--- src/rtl/dino_frame_writer_if.sv ---
// Register write port from the Dino game engine into the VGA sprite display block.
// No waitrequest: every cycle with chipselect&write is one completed register write.
interface dino_frame_writer_if;
    logic        chipselect;
    logic        write;
    logic [8:0]  address;
    logic [31:0] writedata;

    modport master (output chipselect, write, address, writedata);
    modport slave  (input  chipselect, write, address, writedata);
endinterface

--- src/rtl/dino_frame_writer.sv ---
// Dino Run engine: on each VGA_VS falling edge updates jump/cactus/score, then bursts 5 register writes starting 2 cycles later.
// No backpressure on the write port; ticks arriving while busy are dropped. Define COLLISION_EN to enable collision and GAME_OVER.
module dino_frame_writer #(
    parameter int unsigned DINO_X      = 100,
    parameter int unsigned GROUND_Y    = 100,
    parameter int unsigned JUMP_STEP   = 4,
    parameter int unsigned JUMP_FRAMES = 12,
    parameter int unsigned CAC_START_X = 250,
    parameter int unsigned SCROLL_STEP = 2
) (
    input  logic                       clk,
    input  logic                       reset,
    input  logic                       vga_vs,
    input  logic                       jump_btn,
    input  logic                       restart,
    dino_frame_writer_if.master        bus,
    output logic                       busy,
    output logic                       game_over,
    output logic [3:0]                 score
);

    localparam logic [7:0] DINO_X8   = 8'(DINO_X);
    localparam logic [7:0] GROUND8   = 8'(GROUND_Y);
    localparam logic [7:0] STEP8     = 8'(JUMP_STEP);
    localparam logic [7:0] LAST_CNT  = 8'(JUMP_FRAMES - 1);
    localparam logic [7:0] CAC_START = 8'(CAC_START_X);
    localparam logic [7:0] SCROLL8   = 8'(SCROLL_STEP);

    typedef enum logic [2:0] {
        S_IDLE, S_UPDATE, S_WR0, S_WR1, S_WR2, S_WR3, S_WR4, S_GAME_OVER
    } state_t;

    typedef enum logic [1:0] {
        PH_GROUND, PH_RISE, PH_FALL
    } phase_t;

    state_t      state_q, state_d;
    phase_t      phase_q, phase_d;
    logic [7:0]  cnt_q, cnt_d;
    logic [7:0]  dino_y_q, dino_y_d;
    logic [7:0]  cac_x_q, cac_x_d;
    logic [3:0]  score_q, score_d;
    logic        jump_req_q, jump_req_d;
    logic        vs_q;
    logic        coll_q, coll_d;
    logic        cs_q, cs_d;
    logic        wr_q, wr_d;
    logic [8:0]  addr_q, addr_d;
    logic [31:0] wdata_q, wdata_d;
    logic        busy_q, busy_d;
    logic        go_q, go_d;

    logic        tick;
    logic        restart_go;
    logic        rising;
    logic [7:0]  rise_cnt;
    phase_t      nxt_phase;
    logic [7:0]  nxt_cnt;
    logic [7:0]  nxt_y;
    logic [7:0]  nxt_cac;
    logic [3:0]  nxt_score;
    logic        nxt_coll;

    assign tick = vs_q & ~vga_vs;

`ifdef COLLISION_EN
    logic [8:0] dx;

    assign restart_go = restart;
    assign dx = (nxt_cac >= DINO_X8) ? ({1'b0, nxt_cac} - {1'b0, DINO_X8})
                                     : ({1'b0, DINO_X8} - {1'b0, nxt_cac});
    assign nxt_coll = (dx < 9'd32) && (({1'b0, nxt_y} + 9'd32) > {1'b0, GROUND8});
`else
    logic unused_restart;

    assign unused_restart = restart;
    assign restart_go     = 1'b0;
    assign nxt_coll       = 1'b0;
`endif

    // Next-frame physics; only committed in UPDATE. A pending jump from GROUND
    // counts as the first rising frame, so takeoff already moves the dino.
    always_comb begin
        nxt_phase = phase_q;
        nxt_cnt   = cnt_q;
        nxt_y     = dino_y_q;
        rising    = (phase_q == PH_RISE) || ((phase_q == PH_GROUND) && jump_req_q);
        rise_cnt  = (phase_q == PH_RISE) ? cnt_q : 8'd0;

        if (rising) begin
            nxt_y = dino_y_q - STEP8;
            if (rise_cnt == LAST_CNT) begin
                nxt_phase = PH_FALL;
                nxt_cnt   = 8'd0;
            end else begin
                nxt_phase = PH_RISE;
                nxt_cnt   = rise_cnt + 8'd1;
            end
        end else if (phase_q == PH_FALL) begin
            if (cnt_q == LAST_CNT) begin
                nxt_y     = GROUND8;
                nxt_phase = PH_GROUND;
                nxt_cnt   = 8'd0;
            end else begin
                nxt_y   = dino_y_q + STEP8;
                nxt_cnt = cnt_q + 8'd1;
            end
        end

        nxt_score = score_q;
        if (cac_x_q < SCROLL8) begin
            nxt_cac   = CAC_START;
            nxt_score = (score_q == 4'd9) ? 4'd0 : score_q + 4'd1;
        end else begin
            nxt_cac = cac_x_q - SCROLL8;
        end
    end

    always_comb begin
        state_d    = state_q;
        phase_d    = phase_q;
        cnt_d      = cnt_q;
        dino_y_d   = dino_y_q;
        cac_x_d    = cac_x_q;
        score_d    = score_q;
        coll_d     = coll_q;
        cs_d       = cs_q;
        wr_d       = wr_q;
        addr_d     = addr_q;
        wdata_d    = wdata_q;
        busy_d     = busy_q;
        go_d       = go_q;
        jump_req_d = jump_req_q | (jump_btn & (phase_q == PH_GROUND));

        unique case (state_q)
            S_IDLE: begin
                if (tick) begin
                    state_d = S_UPDATE;
                    busy_d  = 1'b1;
                end
            end
            S_UPDATE: begin
                phase_d  = nxt_phase;
                cnt_d    = nxt_cnt;
                dino_y_d = nxt_y;
                cac_x_d  = nxt_cac;
                score_d  = nxt_score;
                coll_d   = nxt_coll;
                if ((phase_q == PH_GROUND) && jump_req_q) begin
                    jump_req_d = 1'b0;
                end
                state_d = S_WR0;
                cs_d    = 1'b1;
                wr_d    = 1'b1;
                addr_d  = 9'd0;
                wdata_d = {24'd0, DINO_X8};
            end
            S_WR0: begin
                state_d = S_WR1;
                addr_d  = 9'd1;
                wdata_d = {24'd0, dino_y_q};
            end
            S_WR1: begin
                state_d = S_WR2;
                addr_d  = 9'd6;
                wdata_d = {24'd0, cac_x_q};
            end
            S_WR2: begin
                state_d = S_WR3;
                addr_d  = 9'd7;
                wdata_d = {24'd0, GROUND8};
            end
            S_WR3: begin
                state_d = S_WR4;
                addr_d  = 9'd10;
                wdata_d = {28'd0, score_q};
            end
            S_WR4: begin
                cs_d    = 1'b0;
                wr_d    = 1'b0;
                addr_d  = 9'd0;
                wdata_d = 32'd0;
                busy_d  = 1'b0;
                if (coll_q) begin
                    state_d = S_GAME_OVER;
                    go_d    = 1'b1;
                end else begin
                    state_d = S_IDLE;
                end
            end
            S_GAME_OVER: begin
                if (restart_go) begin
                    state_d    = S_IDLE;
                    go_d       = 1'b0;
                    coll_d     = 1'b0;
                    phase_d    = PH_GROUND;
                    cnt_d      = 8'd0;
                    dino_y_d   = GROUND8;
                    cac_x_d    = CAC_START;
                    score_d    = 4'd0;
                    jump_req_d = 1'b0;
                end
            end
            default: begin
                state_d = S_IDLE;
            end
        endcase
    end

    always_ff @(posedge clk or posedge reset) begin
        if (reset) begin
            state_q    <= S_IDLE;
            phase_q    <= PH_GROUND;
            cnt_q      <= 8'd0;
            dino_y_q   <= GROUND8;
            cac_x_q    <= CAC_START;
            score_q    <= 4'd0;
            jump_req_q <= 1'b0;
            vs_q       <= 1'b1;
            coll_q     <= 1'b0;
            cs_q       <= 1'b0;
            wr_q       <= 1'b0;
            addr_q     <= 9'd0;
            wdata_q    <= 32'd0;
            busy_q     <= 1'b0;
            go_q       <= 1'b0;
        end else begin
            state_q    <= state_d;
            phase_q    <= phase_d;
            cnt_q      <= cnt_d;
            dino_y_q   <= dino_y_d;
            cac_x_q    <= cac_x_d;
            score_q    <= score_d;
            jump_req_q <= jump_req_d;
            vs_q       <= vga_vs;
            coll_q     <= coll_d;
            cs_q       <= cs_d;
            wr_q       <= wr_d;
            addr_q     <= addr_d;
            wdata_q    <= wdata_d;
            busy_q     <= busy_d;
            go_q       <= go_d;
        end
    end

    assign bus.chipselect = cs_q;
    assign bus.write      = wr_q;
    assign bus.address    = addr_q;
    assign bus.writedata  = wdata_q;
    assign busy           = busy_q;
    assign game_over      = go_q;
    assign score          = score_q;

endmodule

--- src/flat_wrapper.sv ---
// flat-port wrapper written by rule: the top's interface ports become plain ports
module dino_frame_writer_flat 
#(
    parameter int unsigned DINO_X      = 100,
    parameter int unsigned GROUND_Y    = 100,
    parameter int unsigned JUMP_STEP   = 4,
    parameter int unsigned JUMP_FRAMES = 12,
    parameter int unsigned CAC_START_X = 250,
    parameter int unsigned SCROLL_STEP = 2
)
  (clk, reset, vga_vs, jump_btn, restart, busy, game_over, score, bus_chipselect, bus_write, bus_address, bus_writedata);
  dino_frame_writer_if bus_i ();
  input  logic clk;
  input  logic reset;
  input  logic vga_vs;
  input  logic jump_btn;
  input  logic restart;
  output logic busy;
  output logic game_over;
  output logic [3:0] score;
  output wire logic [$bits(bus_i.chipselect)-1:0] bus_chipselect;
  output wire logic [$bits(bus_i.write)-1:0] bus_write;
  output wire logic [$bits(bus_i.address)-1:0] bus_address;
  output wire logic [$bits(bus_i.writedata)-1:0] bus_writedata;
  assign bus_chipselect = bus_i.chipselect;
  assign bus_write = bus_i.write;
  assign bus_address = bus_i.address;
  assign bus_writedata = bus_i.writedata;
  dino_frame_writer #(.DINO_X(DINO_X), .GROUND_Y(GROUND_Y), .JUMP_STEP(JUMP_STEP), .JUMP_FRAMES(JUMP_FRAMES), .CAC_START_X(CAC_START_X), .SCROLL_STEP(SCROLL_STEP)) u_core (.clk(clk), .reset(reset), .vga_vs(vga_vs), .jump_btn(jump_btn), .restart(restart), .bus(bus_i), .busy(busy), .game_over(game_over), .score(score));
endmodule
--- config.mk ---
export PLATFORM = sky130hd
export DESIGN_NAME = dino_frame_writer_flat
export DESIGN_NICKNAME = d
export VERILOG_FILES = /design/src/rtl/dino_frame_writer_if.sv /design/src/rtl/dino_frame_writer.sv /design/src/flat_wrapper.sv
export SDC_FILE = /design/constraint.sdc
export NUM_CORES = 1
export LEC_CHECK = 0
export BUFFER_PORTS_ARGS = -buffer_cell sky130_fd_sc_hd__buf_2
export CORE_ASPECT_RATIO = 1.25
export CORE_MARGIN = 4
export CORE_UTILIZATION = 25
export DETAILED_ROUTE_END_ITERATION = 10
export GPL_ROUTABILITY_DRIVEN = 0
export PLACE_DENSITY = 0.41
export SYNTH_ARGS = -nofsm -noshare
export SYNTH_HDL_FRONTEND = slang
export SYNTH_SLANG_ARGS = --single-unit
--- constraint.sdc ---
create_clock -name clk -period 5.3 [get_ports clk]
set_input_delay 0.265 -clock clk [delete_from_list [all_inputs] [get_ports clk]]
set_output_delay 0.265 -clock clk [all_outputs]
set_load 0.01 [all_outputs]
## Word level (Yosys, flattened, before mapping)

Index checks and enable logic that the tools add are counted.

| cells by class | value |
|---|---|
| $add $sub $neg | 6 |
| order comparisons | 1 |
| equality and inequality tests | 13 |
| multiplexer cells | 23 |
| bitwise operators | 5 |
| reduce and logical (&&, ||, !) cells | 17 |

Operators by type and width:

| kind | count |
|---|---|
| case mux 32 bit (5 select lines) | 1 |
| two-way mux 8 bit | 9 |
| case mux 9 bit (5 select lines) | 1 |
| case mux 3 bit (7 select lines) | 1 |
| adder 8 x 1 -> 8 bit, second input constant | 2 |
| == test 8 x 4 -> 1 bit, second input constant | 2 |
| == test 3 bit, second input constant | 4 |
| nonzero test 5 bit | 2 |
| adder 8 x 3 -> 8 bit, second input constant | 1 |
| less-than comparator 8 x 2 -> 1 bit, second input constant | 1 |
| two-way mux 2 bit | 4 |
| AND reduction 2 bit | 4 |
| nonzero test 2 bit | 4 |
| subtractor 8 x 2 -> 8 bit, second input constant | 1 |
| subtractor 8 x 3 -> 8 bit, second input constant | 1 |
| == test 3 x 2 -> 1 bit, second input constant | 2 |
| adder 4 x 1 -> 4 bit, second input constant | 1 |
| == test 4 bit, second input constant | 1 |
| two-way mux 4 bit | 1 |
| case mux 1 bit (2 select lines) | 2 |
| OR reduction 2 bit | 2 |
| == test 3 x 1 -> 1 bit, second input constant | 1 |
| logical NOT 3 bit | 1 |
| two-way mux 1 bit | 3 |
| other kinds (11) | 13 |

| word-level totals | value |
|---|---|
| bits in registers | 78 |
| bits of input ports | 5 |
| output and inout bits | 49 |
| word-level logic and storage cells | 77 |

## Depth between registers and ports, before layout

Gate-level depths: netlist of the first run.

| depth | value |
|---|---|
| depth after elaboration | 5 |
| mapped depth | 8 |
| mapped depth without buffers | 7 |

## Worst setup path before layout of the first run

OpenSTA, ideal clock, no wires.

| path | value |
|---|---|
| kind | register to register |
| from | register u_core.phase_q[0] |
| to | register u_core.cnt_q[7] |
| setup time | 0.128 ns |
| arrival | 1.738 ns |
| data required time | 5.172 ns |
| slack | 3.434 ns |
| cell stages (with the launch flop) | 9 |
| buffers on the path | 1 |
| clock period less this slack | 1.866 ns |
| cells stage by stage | dfrtp_1 -> clkbuf_1 -> nor2b_1 -> and2_1 -> ha_1 -> nand2_1 -> o31a_1 -> o211ai_1 -> nand3_1 |

| between the ends | value |
|---|---|
| word-level cells in the longest chain between the ends | 5 |
| elaborated cells between the ends (all ways) | 12 |
| classes of those cells | add/sub: 1; eq/ne: 3; mux: 3; reduce/logical: 5 |

Ends and longest elaborated chain:

| what | RTL line | RTL |
|---|---|---|
| from (decl) | dino_frame_writer.sv:38 | `phase_t phase_q, phase_d;` |
| from (signal assigned) | dino_frame_writer.sv:229 | `phase_q <= phase_d;` |
| == test 2 x 1 -> 1 bit or logical NOT 2 bit (tied branches) | dino_frame_writer.sv:87, dino_frame_writer.sv:88 |  |
| two-way mux 8 bit or logical AND 1 bit (tied branches) | dino_frame_writer.sv:88, dino_frame_writer.sv:87 |  |
| adder 8 x 1 -> 8 bit (tied with other cells) | dino_frame_writer.sv:97 | `nxt_cnt = rise_cnt + 8'd1;` |
| two-way mux 8 bit or nonzero test 2 bit (tied branches) | -- |  |
| two-way mux 8 bit or AND reduction 2 bit (tied branches) | -- |  |
| to (signal assigned) | dino_frame_writer.sv:230 | `cnt_q <= cnt_d;` |
| to (decl) | dino_frame_writer.sv:39 | `logic [7:0] cnt_q, cnt_d;` |

Parallel ways exist; a longest one is shown, timed or not.
A chain may end at the register's enable or synchronous reset.

## Worst setup path after layout of the first run

| path | value |
|---|---|
| from | register u_core.state_q[0] |
| to | register u_core.cnt_q[2] |

| between the ends | value |
|---|---|
| word-level cells in the longest chain between the ends | 2 |

Ends and longest elaborated chain:

| what | RTL line | RTL |
|---|---|---|
| from (decl) | dino_frame_writer.sv:37 | `state_t state_q, state_d;` |
| from (signal assigned) | dino_frame_writer.sv:228 | `state_q <= state_d;` |
| == test 3 x 1 -> 1 bit | dino_frame_writer.sv:135 | `unique case (state_q)` |
| AND reduction 2 bit (no source line) | -- |  |

No other way between the ends.

==> metrics.txt, run 1 <==
Global Route Usage Sum 10.6%; critical path depth 4; asr flop ratio synth 100%; first-pass GRT wire length 12100 um; first-pass detailed-route iteration total 4; CTS tree yes; commonest non-fill, non-tap cell in the layout dfrtp_1; dpl cells 502; Setup crit end u_core.cnt_q[2]; ANT nets after route 0; Max-slew headroom 44.8%; via count 2473; total CTS buffers 5; Tmin final 2680 ps; R2R cell count 4; top post-synthesis cells by area dfrtp_1 30%, dfstp_2 8.7%, buf_4 7.7%; vias in the first global route 2368; Synth top area share 29.8%; Post-Syn Area per Cell 8.87 um^2; wire length per cell 14.4 um; initial antenna violation count 0; floorplan core area 0.0117 mm^2; Distinct cells, synth 63; PortBufs 22; Post-Layout Cell Count 510; Post-Synthesis Cells 341; r2r startpoint u_core.state_q[0]; drt first-iter violations 121; hold path start vga_vs; register bit total from synthesis 46; part of the Yosys area used for sequential elements 38.5%; Chip Width 106 um; DRC Markers 0; unrepaired setup endpoints after global routing no; top_reg_cell synth dfrtp_1; dpl hpwl 5120 um; Crit path largest cell delay 850 ps; Crit Path Category register to register; delay-heaviest family, CP flip-flops; crit end category register; Synth Warn # 0; HP Class input pin to register; Hold Vio Cnt, Final 0; Worst Path Buf+Inv 0; period utilization 50.5%; status completed; Final Cell Area 0.00328 mm^2; critical-path cell list or3b_1 -> a21oi_2 -> mux2i_1 -> o311ai_0; CTS max path bufs 2; Layout area overhead 8.32%; initial core utilization 25.8%; final WL 7350 um; CP Data Arrival Time 2830 ps; row cnt 44; Root Driver clkbuf_16; clock slew at reported path FFs 60 ps; # hold bufs at CTS 0; Cell Pwr Density 536 mW/mm^2; critical path fanouts, max 26; area leader, netlist dfrtp_1; Slew @ Worst Pin 827 ps; Startpoint Class register; Reg-to-Reg End u_core.cnt_q[2]; Clock Skew 4.20 ps; clock sink count 46; total global routing overflow 0; post-synthesis cell area 0.00302 mm^2; setup tns final 0 ps; post-place instance area 0.00311 mm^2; most frequent cells in the layout 36 x dfrtp_1, 30 x nand2_1, 30 x conb_1; Worst VDD drop 0.000171 V; Die H 131 um; final setup vio count 0; clk_lat worst skew 290 ps; share of layout cells above drive strength 1 14.6%; nets@finish 358; Post-synth EDFFs 0; fillers 1285; Crit. Startpoint u_core.state_q[0]; Resize count post-CTS 0; CP max stage cell dfrtp_1; via-per-instance ratio 4.85; # IOs 54; final slew viol count 0; leakage 1.38 nW; f_max 373 MHz; Max-cap violations 0; Max H-tree Level 2; R2R setup slack 2620 ps; Post-CTS Setup Inserts 0; Diodes inserted 0; die area 0.0139 mm^2; largest net degree at the start of global routing 47; CP Data Required Time 5450 ps
cells in the mapped netlist (5+ instances only):
library cell,count
a31oi_1,7
nand3_1,11
buf_4,31
a211oi_1,5
ha_1,5
o22ai_1,7
mux2i_1,6
dfstp_2,10
nor2_1,24
a21oi_1,22
dfrtp_1,36
clkbuf_1,10
buf_2,6
inv_1,16
nand2_1,30
o21ai_0,16
xnor2_1,6
a221oi_1,5
worst register-to-register path, cell delays in order, from the launching register on:
cell and delay (ps):
dfrtp_1 850, or3b_1 750, a21oi_2 580, mux2i_1 230, o311ai_0 120
kinds of logic after synthesis:
group / count (synthesis) / synth area share [%]
AND/OR/NAND/NOR: 105 / 18.3
AO/OA/AOI/OAI: 101 / 22.9
buffers and inverters: 68 / 13.3
flip-flops: 46 / 38.5
XOR/XNOR: 8 / 2.32
multiplexers: 7 / 2.48
adder cells (fa/ha/maj): 5 / 2.07
other: 1 / 0.124
routing by layer:
layer / global-route usage, % / vias up / routed length, um
met1: 13.5 / 1215 / 3300
met2: 18.4 / 60 / 3670
met5: 0 / - / 0
met4: 3.13 / 0 / 93
met3: 1.72 / 9 / 293
li1: - / 1189 / -
through the flow:
step	power, mW	setup slack, ps	hold slack (ps)	util (%)
final	1.76	2620	94.8	27.9
after global routing	1.91	2420	80.5	27.9
after floorplan	1.24	3430	269	-
after CTS	1.78	2590	84.9	27.9
after detailed placement	1.41	2620	392	26.5
after global placement	1.40	2600	392	26.5
worst min path at each step:
stage / endpoint / cells past startpoint
3_3_place_gp: u_core.vs_q / 1
4_1_cts: u_core.vs_q / 1
5_1_grt: u_core.vs_q / 1
2_1_floorplan: u_core.vs_q / 0
3_5_place_dp: u_core.vs_q / 1
6_report: u_core.vs_q / 1
final cells by class:
| class | count | area [um^2] | area share (%) |
|---|---|---|---|
| inverter | 16 | 60.1 | 1.83 |
| timing repair buffer | 23 | 118 | 3.59 |
| multi-input combinational | 256 | 1570 | 47.8 |
| clock buffer | 6 | 129 | 3.93 |
| clock inverter | 2 | 37.5 | 1.15 |
| sequential | 46 | 1160 | 35.5 |
| tap | 161 | 201 | 6.15 |
state kept, by name (all words and copies together), names as in the netlist:
name / count
u_core.cac_x_q: 7
u_core.dino_y_q: 6
u_core.busy: 1
u_core.bus.chipselect: 1
u_core.vs_q: 1
u_core.bus.writedata: 8
u_core.state_q: 3
u_core.jump_req_q: 1
u_core.score: 4
u_core.phase_q: 2
u_core.bus.address: 4
u_core.cnt_q: 8
power by group:
group	total (mW)	switching [mW]	internal, mW
clock network	0.361	0.138	0.223
logic	0.652	0.373	0.279
registers	0.743	0.236	0.508
(Power assumes the default switching activity.)
==> run 2, diff against run 1 <==
- clock period: 5.3 -> 2.5 ns (I/O delays scaled with it)
==> run 2 against run 1 <==
Count of clock-buffer cells in the layout fell by 1. Via count rose by 0.28%. Global-route usage increased by 0.60 points. Sequential share of layout area is 0.72 points lower. Flip-flop and latch count is the same. First-iteration DRC count fell by 11%. Hold slack better by 11 ps. Sequential power up 88%. Cell area is 2.1% higher. Clock power is 88% higher. Critical path type unchanged. Total power up 110%. Maximum frequency is 23% higher.
==> metrics.txt, run 2 (synthesis results as in run 1) <==
status completed; # hold bufs at CTS 2 (+2); setup tns final 0 ps (unchanged); final slew viol count 0 (unchanged); Max H-tree Level 2 (unchanged); Crit Path Category register to register; total global routing overflow 0 (unchanged); via-per-instance ratio 4.76 (-1.8%); Crit. Startpoint u_core.phase_q[1]; most frequent cells in the layout 36 x dfrtp_1, 30 x nand2_1, 30 x conb_1; fillers 1293 (+0.62%); DRC Markers 0 (unchanged); initial antenna violation count 0 (unchanged); Root Driver clkbuf_16; initial core utilization 25.8% (unchanged); Post-CTS Setup Inserts 0 (unchanged); Setup crit end u_core.cnt_q[6]; leakage 1.42 nW (+3.1%); total CTS buffers 5 (unchanged); share of layout cells above drive strength 1 16.9% (+2.3 points); largest net degree at the start of global routing 32 (-32%); drt first-iter violations 108 (-11%); CTS tree yes; clock slew at reported path FFs 70 ps (about the same); Max-cap violations 0 (unchanged); Worst VDD drop 0.000488 V (+190%); Max-slew headroom 48.5% (+3.6 points); Global Route Usage Sum 11.2% (+0.60 points); Resize count post-CTS 0 (unchanged); first-pass detailed-route iteration total 4 (unchanged); final WL 7530 um (+2.5%); Final Cell Area 0.00334 mm^2 (+2.1%); # IOs 54 (unchanged); via count 2480 (+0.28%); ANT nets after route 0 (unchanged); unrepaired setup endpoints after global routing no; CTS max path bufs 2 (unchanged); crit end category register; Slew @ Worst Pin 771 ps (-56.2 ps); first-pass GRT wire length 12600 um (+3.9%); Layout area overhead 10.6%; CP Data Required Time 2710 ps (-2740 ps); CP Data Arrival Time 2380 ps (-450 ps); vias in the first global route 2439 (+3.0%); dpl hpwl 5440 um (+6.2%); Diodes inserted 0 (unchanged); floorplan core area 0.0117 mm^2 (unchanged); hold_ws 106 ps (+11.1 ps); period utilization 87.1% (+37 points); Startpoint Class register; final setup vio count 0 (unchanged); post-place instance area 0.00318 mm^2 (+2.2%); critical path fanouts, max 16 (-38%); R2R cell count 7 (+3); row cnt 44 (unchanged); HP Class input pin to register; nets@finish 369 (+3.1%); die area 0.0139 mm^2 (unchanged); r2r startpoint u_core.phase_q[1]; Die H 131 um (unchanged); Chip Width 106 um (unchanged); fin util 28.5% (+0.58 points); R2R setup slack 320 ps (-2300 ps); Reg-to-Reg End u_core.cnt_q[6]; f_max 459 MHz (+23%); wire length per cell 14.5 um (+0.34%); Hold Vio Cnt, Final 0 (unchanged); Cell Pwr Density 1120 mW/mm^2 (+110%); clk_lat worst skew 290 ps (about the same); Clock Skew 4.45 ps (+0.241 ps); PortBufs 22 (unchanged); commonest non-fill, non-tap cell in the layout dfrtp_1; clock sink count 46 (unchanged); Tmin final 2180 ps (-501 ps)
[run 2: cell count changes in the layout (fill, tap and decap cells not counted), sizes merged]
cell	change
clkbuf	-1
clkinv	+2
dlygate4sd3	+2
buf	+9
bufinv	-1
[run 2: cell type report]
cell class | count | area, um^2 | share of cell area, %
multi-input combinational | 256 | 1570 | 46.9
sequential | 46 | 1160 | 34.8
timing repair buffer | 34 | 205 | 6.14
tap | 161 | 201 | 6.03
clock buffer | 5 | 125 | 3.74
inverter | 16 | 60.1 | 1.80
clock inverter | 3 | 21.3 | 0.636
[run 2: per-layer routing]
metal | part of all wire, % | track usage (%) | vias up
met4 | 0.40 | 2.21 | 0
li1 | - | - | 1211
met3 | 4.2 | 2.01 | 2
met5 | 0 | 0 | -
met1 | 45 | 14.8 | 1213
met2 | 50 | 19.2 | 54
[run 2: critical path, cell delays in order (launching register included)]
cell,delay (ps)
dfrtp_1,560
nor2b_1,310
and2_1,170
ha_1,250
nand3b_1,130
a211oi_1,390
a31oi_1,140
a31oi_1,150
[run 2: worst min-delay path by stage]
stage / start / slack, ps / cells after the start / end
6_report: jump_btn / 110 / 3 / u_core.jump_req_q
5_1_grt: jump_btn / 140 / 3 / u_core.jump_req_q
4_1_cts: jump_btn / 100 / 3 / u_core.jump_req_q
3_5_place_dp: reset / 150 / 2 / u_core.cnt_q[5]
3_3_place_gp: reset / 150 / 2 / u_core.cnt_q[5]
2_1_floorplan: vga_vs / 130 / 0 / u_core.vs_q
[run 2: stage by stage]
step	instances	worst slack, ps	total power [mW]
floorplan	370	634	2.64
global placement	511	403	3.07
detailed placement	511	392	3.09
CTS	521	387	3.79
global route	521	129	4.07
finish	521	322	3.73
[run 2: where the power goes]
| part | total [mW] | internal, mW | switching (mW) | leakage, nW |
|---|---|---|---|---|
| Sequential | 1.40 | 1.08 | 0.318 | 0.546 |
| Clock | 0.677 | 0.371 | 0.305 | 0.0698 |
| Combinational | 1.66 | 0.672 | 0.986 | 0.808 |
| Total | 3.73 | 2.12 | 1.61 | 1.42 |
